### src/rtl/decoder_pkg.sv
// Shared definitions for the registered code decoder.
// Holds the decode-mode encodings used by decoder_core and its callers.
package decoder_pkg;

    localparam logic MODE_ONEHOT = 1'b0;
    localparam logic MODE_THERM  = 1'b1;

endpackage

### src/rtl/decoder_pipe_core.sv
// decoder_core: combinational binary-to-one-hot/thermometer decode.
// Ports: code, mode -> bits (decoded vector), err (code out of range).
module decoder_core
    import decoder_pkg::*;
#(
    parameter int IN_WIDTH  = 5,
    parameter int OUT_WIDTH = 20
) (
    input  logic [IN_WIDTH-1:0]  code,
    input  logic                 mode,
    output logic [OUT_WIDTH-1:0] bits,
    output logic                 err
);

    // One extra bit so OUT_WIDTH == 2**IN_WIDTH never flags.
    localparam logic [IN_WIDTH:0] LIMIT = (IN_WIDTH + 1)'(OUT_WIDTH);

    logic in_range;

    assign in_range = {1'b0, code} < LIMIT;

    always_comb begin
        bits = '0;
        err  = !in_range;
        if (in_range) begin
            for (int i = 0; i < OUT_WIDTH; i++) begin
                if (mode == MODE_THERM)
                    bits[i] = (i <= int'(code));
                else
                    bits[i] = (i == int'(code));
            end
        end
    end

endmodule

### src/rtl/decoder_pipe.sv
// decoder_pipe: registered decoder with a 2-entry output FIFO.
// Ports: in_valid/in_ready/in_code/in_mode, out_valid/out_ready/
// out_bits/out_err, err_clr/err_count (saturating error count).
module decoder_pipe
    import decoder_pkg::*;
#(
    parameter int IN_WIDTH  = 5,
    parameter int OUT_WIDTH = 20,
    parameter int ERR_CNT_W = 8
) (
    input  logic                 clk,
    input  logic                 rst_n,
    input  logic                 in_valid,
    output logic                 in_ready,
    input  logic [IN_WIDTH-1:0]  in_code,
    input  logic                 in_mode,
    output logic                 out_valid,
    input  logic                 out_ready,
    output logic [OUT_WIDTH-1:0] out_bits,
    output logic                 out_err,
    input  logic                 err_clr,
    output logic [ERR_CNT_W-1:0] err_count
);

    logic [OUT_WIDTH-1:0] dec_bits;
    logic                 dec_err;
    logic [OUT_WIDTH-1:0] bits0, bits1;
    logic                 err0, err1;
    logic [1:0]           cnt;
    logic                 rdy_q;
    logic                 push, pop;

    decoder_core #(
        .IN_WIDTH (IN_WIDTH),
        .OUT_WIDTH(OUT_WIDTH)
    ) u_core (
        .code(in_code),
        .mode(in_mode),
        .bits(dec_bits),
        .err (dec_err)
    );

    // rdy_q keeps in_ready low until the first edge after reset.
    assign in_ready  = rdy_q && (cnt != 2'd2);
    assign out_valid = (cnt != 2'd0);
    assign out_bits  = bits0;
    assign out_err   = err0;
    assign push      = in_valid && in_ready;
    assign pop       = out_valid && out_ready;

    always_ff @(posedge clk or negedge rst_n) begin
        if (!rst_n) begin
            rdy_q <= 1'b0;
            cnt   <= 2'd0;
            bits0 <= '0;
            bits1 <= '0;
            err0  <= 1'b0;
            err1  <= 1'b0;
        end else begin
            rdy_q <= 1'b1;
            case ({push, pop})
                2'b11: begin
                    // Only reachable at count 1: new entry becomes head.
                    bits0 <= dec_bits;
                    err0  <= dec_err;
                end
                2'b10: begin
                    if (cnt == 2'd0) begin
                        bits0 <= dec_bits;
                        err0  <= dec_err;
                    end else begin
                        bits1 <= dec_bits;
                        err1  <= dec_err;
                    end
                    cnt <= cnt + 2'd1;
                end
                2'b01: begin
                    bits0 <= bits1;
                    err0  <= err1;
                    cnt   <= cnt - 2'd1;
                end
                default: ;
            endcase
        end
    end

    always_ff @(posedge clk or negedge rst_n) begin
        if (!rst_n)
            err_count <= '0;
        else if (err_clr)
            err_count <= '0;
        else if (push && dec_err && (err_count != '1))
            err_count <= err_count + ERR_CNT_W'(1);
    end

endmodule
### config.mk
export PLATFORM = sky130hd
export DESIGN_NAME = decoder_pipe
export DESIGN_NICKNAME = d
export VERILOG_FILES = /design/src/rtl/decoder_pkg.sv /design/src/rtl/decoder_pipe_core.sv /design/src/rtl/decoder_pipe.sv
export SDC_FILE = /design/constraint.sdc
export NUM_CORES = 1
export LEC_CHECK = 0
export BUFFER_PORTS_ARGS = -buffer_cell sky130_fd_sc_hd__clkbuf_2
export CORE_MARGIN = 2
export CORE_UTILIZATION = 50
export CTS_CLUSTER_DIAMETER = 100
export CTS_CLUSTER_SIZE = 14
export DETAILED_ROUTE_END_ITERATION = 12
export GPL_ROUTABILITY_DRIVEN = 0
export PLACE_DENSITY = 0.74
export SYNTH_ARGS = -nofsm -noshare
export SYNTH_HDL_FRONTEND = slang
export SYNTH_SLANG_ARGS = --single-unit
### constraint.sdc
create_clock -name clk -period 1.86 [get_ports clk]
set_input_delay 0.279 -clock clk [delete_from_list [all_inputs] [get_ports clk]]
set_output_delay 0.279 -clock clk [all_outputs]
set_load 0.05 [all_outputs]
==> results_dict.tcl <==
set metrics [dict create \
    status "completed" \
    synthCells 317 \
    yosysMostFrequentCell "dfrtp_1" \
    dr_total_vias 2395 \
    final_hold_viol_count 0 \
    clkSinkCount 53 \
    multi_input_area_um2 1388 \
    postSynthNetCount 331 \
    whs_path_depth 2 \
    r2r_slack_ps 120 \
    synth_area_leaders "dfrtp_1, nand2_1, o21ai_0" \
    overflow 0 \
    area_growth_pct 15.04 \
    nNetsFinal 371 \
    die_area_um2 6344 \
    setup_viol 0 \
    fin_crit_sh_pct 93.67 \
    cts_tree "done" \
    dieHeight_um 79.65 \
    wire_per_inst_um 14.17 \
    relSlewSlack_pct 66.97 \
    p_leak_uw 0.001450 \
    period_needed_ps 1742 \
    ys.flop_type "dfrtp_1" \
    powerDensity_nw_per_um2 1465 \
    maxCapViolations 0 \
    cp_max_fo 7 \
    synth_commonest_cells "dfrtp_1, nand2_1, o21ai_0" \
    hold_path_class "input port to flop" \
    drt_first_pass_iters 4 \
    ant_nets 0 \
    antenna_found_initial 0 \
    synth_top_area_share_pct 46.35 \
    holdPathEnd "err_count[3]$_DFFE_PN0P_" \
    finalWirelength_mm 6.091 \
    ys_seq_area_share_pct 46.35 \
    cp.arrival_ps 1920 \
    cts_max_level 2 \
    portBuffers 41 \
    crit_path_start_kind "flop" \
    finalMaxSlewViolations 0 \
    fp-row-count 27 \
    drtIter0Drc 175 \
    setup_tns_ps 0 \
    io_pins 42 \
    clk_transition_reported_paths_ps 90 \
    synth_area_per_cell_um2 9.027 \
    max_freq_mhz 574.0 \
    regArea_um2 1326 \
    yosysTopAreaCell "dfrtp_1" \
    hold_path_startpoint "err_clr" \
    die_x_um 79.65 \
    synth-edff-count 0 \
    skew_ps 4.885 \
    grt_usage_pct 20.85 \
    ys_types 61 \
    numCtsBuffers 5 \
    cts_max_path_buffers 2 \
    hpwl_mm 4.307 \
    max-vdd-ir-drop_v 0.0007284 \
    grt_pass1_vias 2187 \
    cp-end-kind "flop" \
    root_buffer "clkbuf_8" \
    rsz0062_at_grt "no" \
    antennaDiodeCount 0 \
    insertion_delay_ps 300 \
    drc_errors 0 \
    ys_seq_elements 53 \
    yosysWarnings 0 \
    drive_above_1_share_pct 22.35 \
    crit_start "cnt[0]$_DFFE_PN0P_" \
    core_um2 5507 \
    grt_pass1_wl_mm 10.51 \
    grt_max_degree 54 \
    start_util_pct 51.97 \
    via_per_inst 5.570 \
    power_uw 4824 \
    nFillCells 500 \
    rr_worst_depth 6 \
    crit_type "flop to flop" \
    ys_async_sr_fraction_pct 100.0 \
    r2r_end "out_bits[3]$_DFFE_PN0P_" \
    synth_area_um2 2861 \
    rr_startpoint "cnt[0]$_DFFE_PN0P_" \
    worst_pin_slew_ps 492.8 \
    worstPathRequired_ps 2040 \
]
-- flip-flops by register name, indices dropped and copies added, names as in the netlist --
register   count
bits1         20
out_bits      20
err_count      8
cnt            2
err1           1
out_err        1
rdy_q          1
-- metrics by stage --
stage	util, %	cell area (µm²)	cells	hold slack, ps	worst slack, ps
global route	59.78	3292	430	281.3	10.89
floorplan	-	2861	317	-16.59	33.39
detailed placement	57.44	3163	420	300.8	72.23
CTS	59.46	3274	429	264.1	38.42
global placement	57.44	3163	420	300.9	163.9
finish	59.78	3292	430	268.6	117.7
-- worst max path at each step --
stage / endpoint / slack (ps) / cells past startpoint
after floorplan: err_count[5]$_DFFE_PN0P_ / 30 / 5
after global placement: out_bits[3]$_DFFE_PN0P_ / 160 / 6
after detailed placement: out_bits[11]$_DFFE_PN0P_ / 70 / 6
after CTS: out_bits[4]$_DFFE_PN0P_ / 40 / 6
after global routing: out_bits[7]$_DFFE_PN0P_ / 10 / 7
final: out_bits[3]$_DFFE_PN0P_ / 120 / 6
-- what timing repair did --
item | CTS | global route
endpoints found under the setup margin | 0 | 10
endpoints found under the hold margin | 53 | 0
resized for setup | 0 | 3
hold buffers | 1 | 0
buffers inserted | 0 | 1
-- critical path: stages, from the launching register on --
cell	delay (ps)
dfrtp_1	480
o21ai_2	240
inv_1	70
ha_2	220
buf_4	170
nor4_1	300
o21ai_1	130
-- layout make-up --
type	instances	share of cell area (%)
inverters	5	0.6841
flip-flops and latches	53	40.29
clock inverters	1	0.1520
repair buffers	58	11.06
multi-input cells	234	42.15
clock buffers	7	2.927
well taps	72	2.737
-- metal layers --
metal  routed length, µm  GRT usage [%]  vias to the layer above
li1                    -              -                     1209
met1                2978          30.53                     1132
met2                2774          31.01                       47
met3                 251          4.412                        7
met4                  87          6.379                        0
met5                   0              0                        -
-- placed cells by master (no fill, tap or decap), types with 9 or more instances in the layout --
master     n
a211oi_1   9
a21oi_1   14
buf_4     13
clkbuf_2  41
dfrtp_1   53
nand2_1   45
nor2_1    23
nor3_1    13
o21ai_0   26
o21ai_1   21
-- power breakdown --
| group | switching, µW | leakage [µW] | internal [µW] |
|---|---|---|---|
| sequential | 258 | 0.000684 | 1560 |
| combinational | 1620 | 0.000712 | 678 |
| clock | 366 | 0.0000542 | 337 |
| total | 2240 | 0.00145 | 2580 |
-- cells by family (layout without fill, tap and decap cells) --
| logic type | after synthesis | count (layout) | synth area share [%] |
|---|---|---|---|
| buf+inv | 30 | 71 | 5.247 |
| simple gates | 119 | 119 | 21.25 |
| other cells | 1 | 1 | 0.1311 |
| compound gates | 105 | 105 | 23.61 |
| fa+ha+maj | 3 | 3 | 1.312 |
| xor+xnor | 3 | 3 | 0.9184 |
| mux | 3 | 3 | 1.181 |
| flops | 53 | 53 | 46.35 |
(Power assumes the default switching activity.)
